--- config.mk ---
export PLATFORM = sky130hd
export DESIGN_NAME = pll_sequencer
export DESIGN_NICKNAME = d
export VERILOG_FILES = /design/src/rtl/pll_sequencer.sv
export SDC_FILE = /design/constraint.sdc
export NUM_CORES = 1
export LEC_CHECK = 0
export CORE_UTILIZATION = 50
export DETAILED_ROUTE_END_ITERATION = 10
export PLACE_DENSITY = 0.72
export SYNTH_ARGS = -nofsm -noshare
export SYNTH_HDL_FRONTEND = slang
export SYNTH_SLANG_ARGS = --single-unit
--- constraint.sdc ---
create_clock -name clk -period 3 [get_ports clk]
set_input_delay 0.45 -clock clk [delete_from_list [all_inputs] [get_ports clk]]
set_output_delay 0.45 -clock clk [all_outputs]
set_load 0.02 [all_outputs]
--- src/rtl/pll_sequencer.sv ---
// PLL bring-up sequencer: pulses PLL RESETB, waits for a stable synchronized lock,
// then releases downstream reset; retries a bounded number of times before faulting.
module pll_sequencer #(
  parameter int PLL_RESET_CYCLES = 4,
  parameter int LOCK_TIMEOUT     = 16,
  parameter int STABLE_CYCLES    = 8,
  parameter int MAX_RETRIES      = 3
) (
  input  logic       clk,
  input  logic       reset,
  input  logic       pll_lock,
  input  logic       restart,
  output logic       pll_resetb,
  output logic       sys_reset,
  output logic       fault,
  output logic [2:0] state,
  output logic [3:0] retry_count,
  output logic [7:0] lock_loss_count
);

  typedef enum logic [2:0] {
    ST_RESET_PLL = 3'd0,
    ST_WAIT_LOCK = 3'd1,
    ST_STABILIZE = 3'd2,
    ST_RUN       = 3'd3,
    ST_FAULT     = 3'd4
  } state_e;

  localparam logic [15:0] RST_LAST = 16'(PLL_RESET_CYCLES - 1);
  localparam logic [15:0] TO_LAST  = 16'(LOCK_TIMEOUT - 1);
  localparam logic [15:0] STB_LAST = 16'(STABLE_CYCLES - 1);
  localparam logic [3:0]  RETRY_MAX = 4'(MAX_RETRIES);

  state_e      state_q, state_d;
  logic [15:0] cnt_q, cnt_d;
  logic [3:0]  retry_q, retry_d;
  logic [7:0]  loss_q, loss_d;
  logic [1:0]  sync_q;
  logic        lock_s;
  logic        enter;
  logic        pll_resetb_q, pll_resetb_d;
  logic        sys_reset_q, sys_reset_d;
  logic        fault_q, fault_d;

  assign lock_s = sync_q[1];

  // State register, synchronizer and registered outputs
  always_ff @(posedge clk) begin
    if (reset) begin
      sync_q       <= 2'b00;
      state_q      <= ST_RESET_PLL;
      cnt_q        <= 16'd0;
      retry_q      <= 4'd0;
      loss_q       <= 8'd0;
      pll_resetb_q <= 1'b0;
      sys_reset_q  <= 1'b1;
      fault_q      <= 1'b0;
    end else begin
      sync_q       <= {sync_q[0], pll_lock};
      state_q      <= state_d;
      cnt_q        <= cnt_d;
      retry_q      <= retry_d;
      loss_q       <= loss_d;
      pll_resetb_q <= pll_resetb_d;
      sys_reset_q  <= sys_reset_d;
      fault_q      <= fault_d;
    end
  end

  // Next-state logic; restart overrides every other transition
  always_comb begin
    state_d = state_q;
    retry_d = retry_q;
    loss_d  = loss_q;
    enter   = 1'b0;
    if (restart) begin
      state_d = ST_RESET_PLL;
      retry_d = 4'd0;
      enter   = 1'b1;
    end else begin
      case (state_q)
        ST_RESET_PLL: begin
          if (cnt_q == RST_LAST) begin
            state_d = ST_WAIT_LOCK;
            enter   = 1'b1;
          end
        end
        ST_WAIT_LOCK: begin
          if (lock_s) begin
            state_d = ST_STABILIZE;
            enter   = 1'b1;
          end else if (cnt_q == TO_LAST) begin
            retry_d = retry_q + 4'd1;
            state_d = (retry_d == RETRY_MAX) ? ST_FAULT : ST_RESET_PLL;
            enter   = 1'b1;
          end
        end
        ST_STABILIZE: begin
          if (!lock_s) begin
            state_d = ST_WAIT_LOCK;
            enter   = 1'b1;
          end else if (cnt_q == STB_LAST) begin
            state_d = ST_RUN;
            retry_d = 4'd0;
            enter   = 1'b1;
          end
        end
        ST_RUN: begin
          if (!lock_s) begin
            if (loss_q != 8'hFF) loss_d = loss_q + 8'd1;
            retry_d = 4'd0;
            state_d = ST_RESET_PLL;
            enter   = 1'b1;
          end
        end
        ST_FAULT: ;
        default: begin
          state_d = ST_RESET_PLL;
          enter   = 1'b1;
        end
      endcase
    end
    cnt_d = enter ? 16'd0 : cnt_q + 16'd1;
  end

  // Outputs decoded from the next state so they register on the transition edge
  always_comb begin
    pll_resetb_d = 1'b0;
    sys_reset_d  = 1'b1;
    fault_d      = 1'b0;
    case (state_d)
      ST_WAIT_LOCK, ST_STABILIZE: pll_resetb_d = 1'b1;
      ST_RUN: begin
        pll_resetb_d = 1'b1;
        sys_reset_d  = 1'b0;
      end
      ST_FAULT: fault_d = 1'b1;
      default: ;
    endcase
  end

  assign pll_resetb      = pll_resetb_q;
  assign sys_reset       = sys_reset_q;
  assign fault           = fault_q;
  assign state           = state_q;
  assign retry_count     = retry_q;
  assign lock_loss_count = loss_q;

endmodule

==> metrics.txt <==
# TYPE chip_impl_metric gauge
chip_impl_info{name="crit_type",value="register to register"} 1
chip_impl_info{name="cts_tree",value="yes"} 1
chip_impl_metric{name="detail_route.first_pass.iterations",unit=""} 5
chip_impl_metric{name="final_design_area_no_fill",unit="mm2"} 0.00220
chip_impl_metric{name="hpwl",unit="um"} 3150
chip_impl_metric{name="final.fill_count",unit=""} 323
chip_impl_metric{name="synth_edf_count",unit=""} 0
chip_impl_metric{name="antenna-diode-count",unit=""} 0
chip_impl_metric{name="ys_async_sr_fraction",unit="%"} 0
chip_impl_metric{name="syn-instance-count",unit=""} 207
chip_impl_metric{name="worst_ir_drop_vdd",unit="uV"} 252
chip_impl_metric{name="least_margin_pin_slew",unit="ps"} 960
chip_impl_info{name="clock_tree.root_cell",value="sky130_fd_sc_hd__clkbuf_8"} 1
chip_impl_metric{name="clk_pin_slew_worst_paths",unit="ps"} 70
chip_impl_metric{name="maxCapViolations",unit=""} 0
chip_impl_info{name="highest-signal-layer",value="met4"} 1
chip_impl_info{name="hold_path.startpoint",value="sync_q[0]$_SDFF_PP0_"} 1
chip_impl_metric{name="die_h",unit="um"} 63.7
chip_impl_metric{name="final.min_clock_period",unit="ps"} 2310
chip_impl_metric{name="crit_path_max_fanout",unit=""} 16
chip_impl_metric{name="drc_errors",unit=""} 0
chip_impl_metric{name="final_cell_count_no_fill",unit=""} 274
chip_impl_metric{name="final_net_count",unit=""} 233
chip_impl_metric{name="crit_required",unit="ps"} 3140
chip_impl_metric{name="number_of_distinct_library_cells_after_synthesis",unit=""} 55
chip_impl_metric{name="clk-insertion-delay-late",unit="ps"} 290
chip_impl_metric{name="dr_wl_met3",unit="um"} 140
chip_impl_metric{name="initial_antenna_violation_count",unit=""} 0
chip_impl_metric{name="grt-ovfl-total",unit=""} 0
chip_impl_info{name="setup_repair_after_global_routing_missed_its_margin",value="false"} 1
chip_impl_info{name="r2r-start",value="cnt_q[0]$_SDFF_PP0_"} 1
chip_impl_info{name="timing.critical_path.cells",value="ha_1 -> nor3b_2 -> nand4_1 -> nor2_2 -> nor4_1"} 1
chip_impl_metric{name="placement_rows",unit=""} 22
chip_impl_metric{name="netlist_area",unit="mm2"} 0.00190
chip_impl_metric{name="final_util",unit="%"} 60.1
chip_impl_metric{name="ctsResizeCount",unit=""} 0
chip_impl_metric{name="p_total",unit="uW"} 861
chip_impl_metric{name="power_density",unit="mW/mm2"} 391
chip_impl_metric{name="number_of_instances_in_the_placed_design",unit=""} 266
chip_impl_info{name="synth_top_cell_by_area",value="sky130_fd_sc_hd__dfxtp_1"} 1
chip_impl_metric{name="grt_pass1_wl",unit="um"} 7840
chip_impl_info{name="startpoint",value="cnt_q[0]$_SDFF_PP0_"} 1
chip_impl_metric{name="routed-via-count",unit=""} 1692
chip_impl_metric{name="synth.avg_cell_area",unit="um2"} 9.19
chip_impl_metric{name="area_growth",unit="%"} 15.6
chip_impl_info{name="status",value="complete, no violations"} 1
chip_impl_metric{name="synth-warning-count",unit=""} 0
chip_impl_metric{name="post_cts_setup_buffers",unit=""} 0
chip_impl_metric{name="critical_path_buf_inv_count",unit=""} 0
chip_impl_metric{name="final_setup_violations",unit=""} 0
chip_impl_info{name="hp-class",value="register to register"} 1
chip_impl_info{name="critPathSlowestCell",value="sky130_fd_sc_hd__nor2_2"} 1
chip_impl_metric{name="fmax",unit="MHz"} 432
chip_impl_metric{name="synthDominantCellAreaShare",unit="%"} 37.9
chip_impl_metric{name="cts.path.max_buffers",unit=""} 2
chip_impl_metric{name="syn_nets",unit=""} 215
chip_impl_metric{name="hold_buffers",unit=""} 0
chip_impl_metric{name="grt_pass1_vias",unit=""} 1728
chip_impl_metric{name="fin_tns_setup",unit="ps"} 0
chip_impl_metric{name="post_drt_wl_per_cell",unit="um"} 16.0
chip_impl_metric{name="timing.slew.headroom",unit="%"} 36.0
chip_impl_metric{name="drive_gt1_share",unit="%"} 10.6
chip_impl_metric{name="critPathMaxStageDelay",unit="ps"} 670
chip_impl_metric{name="post_dp_cell_area",unit="mm2"} 0.00211
chip_impl_metric{name="met2RoutedLength",unit="um"} 2250
chip_impl_metric{name="cts.sink_count",unit=""} 36
chip_impl_info{name="ys_flop_type",value="sky130_fd_sc_hd__dfxtp_1"} 1
chip_impl_metric{name="final_min_period_over_clock_period",unit="%"} 77.1
chip_impl_metric{name="coreArea",unit="mm2"} 0.00366
chip_impl_metric{name="hold_violations",unit=""} 0
chip_impl_metric{name="cts_buffers",unit=""} 5
chip_impl_metric{name="critPathArrivalTime",unit="ps"} 2450
chip_impl_metric{name="grt_usage",unit="%"} 24.6
chip_impl_metric{name="top_level_ports",unit=""} 22
chip_impl_metric{name="routed_wirelength",unit="um"} 4390
chip_impl_metric{name="fin_worst_skew",unit="ps"} 2.62
chip_impl_metric{name="initial_utilization",unit="%"} 52.0
chip_impl_metric{name="ys_seq_elements",unit=""} 36
chip_impl_info{name="start_kind",value="register"} 1
chip_impl_metric{name="p_leak",unit="uW"} 0.000747
chip_impl_metric{name="h-tree-depth",unit=""} 2
chip_impl_metric{name="finalWeightedCongestion",unit=""} 0.796
chip_impl_info{name="path_delay_family",value="simple AND/OR/NAND/NOR gates"} 1
chip_impl_metric{name="chipWidth",unit="um"} 63.7
chip_impl_metric{name="vias_per_cell",unit=""} 6.18
chip_impl_metric{name="slew_violations",unit=""} 0
chip_impl_info{name="cp-end-kind",value="register"} 1
chip_impl_metric{name="dieArea",unit="mm2"} 0.00406
chip_impl_metric{name="synth-seq-area-share",unit="%"} 37.9
chip_impl_metric{name="port-buffer-count",unit=""} 21
chip_impl_metric{name="drt_first_iter_violations",unit=""} 102
chip_impl_metric{name="route.antenna.remaining_nets",unit=""} 0
chip_impl_metric{name="route.layer.met1.wl",unit="um"} 1910
chip_impl_metric{name="pin_count_of_the_biggest_net_entering_global_routing",unit=""} 17
chip_impl_info{name="synth.top_cells.by_area",value="sky130_fd_sc_hd__dfxtp_1, sky130_fd_sc_hd__xor2_1, sky130_fd_sc_hd__nor4_1, sky130_fd_sc_hd__nand4_1, sky130_fd_sc_hd__nand3_1"} 1
[sequential cells by signal, indices dropped and copies added (netlist names)]
name and flops:
lock_loss_count 8, state 3, sync_q 2, retry_count 4, fault 1, cnt_q 16, pll_resetb 1, sys_reset 1
[cell type report]
class / count / area, um2 / area share (%)
clock buffer: 6 / 82.6 / 3.75
clock inverter: 2 / 10.0 / 0.455
inverter: 9 / 33.8 / 1.53
multi-input combinational: 151 / 1080 / 48.9
sequential: 36 / 721 / 32.7
tap: 48 / 60.1 / 2.73
timing repair buffer: 22 / 218 / 9.89
[kinds of logic (layout without fill, tap and decap cells)]
| logic type | Yosys count | after routing | synth area share [%] |
|---|---|---|---|
| compound gates | 42 | 42 | 16.4 |
| xor+xnor | 13 | 13 | 5.98 |
| fa+ha+maj | 4 | 4 | 2.63 |
| buf+inv | 20 | 39 | 5.59 |
| flops | 36 | 36 | 37.9 |
| mux | 2 | 2 | 1.05 |
| simple gates | 90 | 90 | 30.5 |
[cell usage in the layout, fill, tap and decap left out, types with 3 or more instances in the layout]
cell and instances:
sky130_fd_sc_hd__nand2_1 11, sky130_fd_sc_hd__o21ai_0 10, sky130_fd_sc_hd__nand4_1 9, sky130_fd_sc_hd__a2111oi_2 3, sky130_fd_sc_hd__and4_1 3, sky130_fd_sc_hd__nor4b_1 3, sky130_fd_sc_hd__nor4_1 10, sky130_fd_sc_hd__clkdlybuf4s50_1 21
sky130_fd_sc_hd__xnor2_1 4, sky130_fd_sc_hd__xor2_1 9, sky130_fd_sc_hd__clkbuf_8 6, sky130_fd_sc_hd__nand3_1 11, sky130_fd_sc_hd__ha_1 4, sky130_fd_sc_hd__or4_1 5, sky130_fd_sc_hd__o31ai_1 5, sky130_fd_sc_hd__inv_1 9
sky130_fd_sc_hd__or3_1 8, sky130_fd_sc_hd__nor2_1 7, sky130_fd_sc_hd__nor4_2 3, sky130_fd_sc_hd__dfxtp_1 36, sky130_fd_sc_hd__nor2b_1 4, sky130_fd_sc_hd__a21oi_1 8
[final timing paths]
path / endpoint / slack [ps] / cells after the start
max: cnt_q[6]$_SDFF_PP0_ / 690 / 5
min: sync_q[1]$_SDFF_PP0_ / 450 / 1
max reg2reg: cnt_q[6]$_SDFF_PP0_ / 690 / 5
min reg2reg: sync_q[1]$_SDFF_PP0_ / 450 / 1
[through the flow]
| step | hold WS [ps] | worst slack [ps] |
|---|---|---|
| CTS | 455 | 681 |
| finish | 451 | 686 |
| floorplan | 414 | 1170 |
| detailed placement | 434 | 693 |
| global route | 465 | 529 |
| global placement | 428 | 838 |
[cells in the mapped netlist (3+ instances only)]
cell / number
sky130_fd_sc_hd__or4_1: 5
sky130_fd_sc_hd__xor2_1: 9
sky130_fd_sc_hd__dfxtp_1: 36
sky130_fd_sc_hd__inv_1: 9
sky130_fd_sc_hd__and4_1: 3
sky130_fd_sc_hd__ha_1: 4
sky130_fd_sc_hd__nor4_1: 10
sky130_fd_sc_hd__buf_6: 3
sky130_fd_sc_hd__a2111oi_2: 3
sky130_fd_sc_hd__nor4_2: 3
sky130_fd_sc_hd__nor4b_1: 3
sky130_fd_sc_hd__or3_1: 8
sky130_fd_sc_hd__o31ai_1: 5
sky130_fd_sc_hd__nor2_1: 7
sky130_fd_sc_hd__o21ai_0: 10
sky130_fd_sc_hd__nor2b_1: 4
sky130_fd_sc_hd__clkbuf_1: 4
sky130_fd_sc_hd__xnor2_1: 4
sky130_fd_sc_hd__nand4_1: 9
sky130_fd_sc_hd__a21oi_1: 8
sky130_fd_sc_hd__nand2_1: 11
sky130_fd_sc_hd__nand3_1: 11
[report_power, final]
part / switching (uW) / internal [uW]
logic: 15.4 / 9.50
clock network: 171 / 183
registers: 1.93 / 480
[layer usage]
metal / GRT usage (%) / vias up
met5: 0 / -
met2: 43.2 / 48
met4: 9.66 / 0
met1: 28.1 / 814
met3: 6.34 / 11
li1: - / 819
Power figures use the tool's default switching activity.
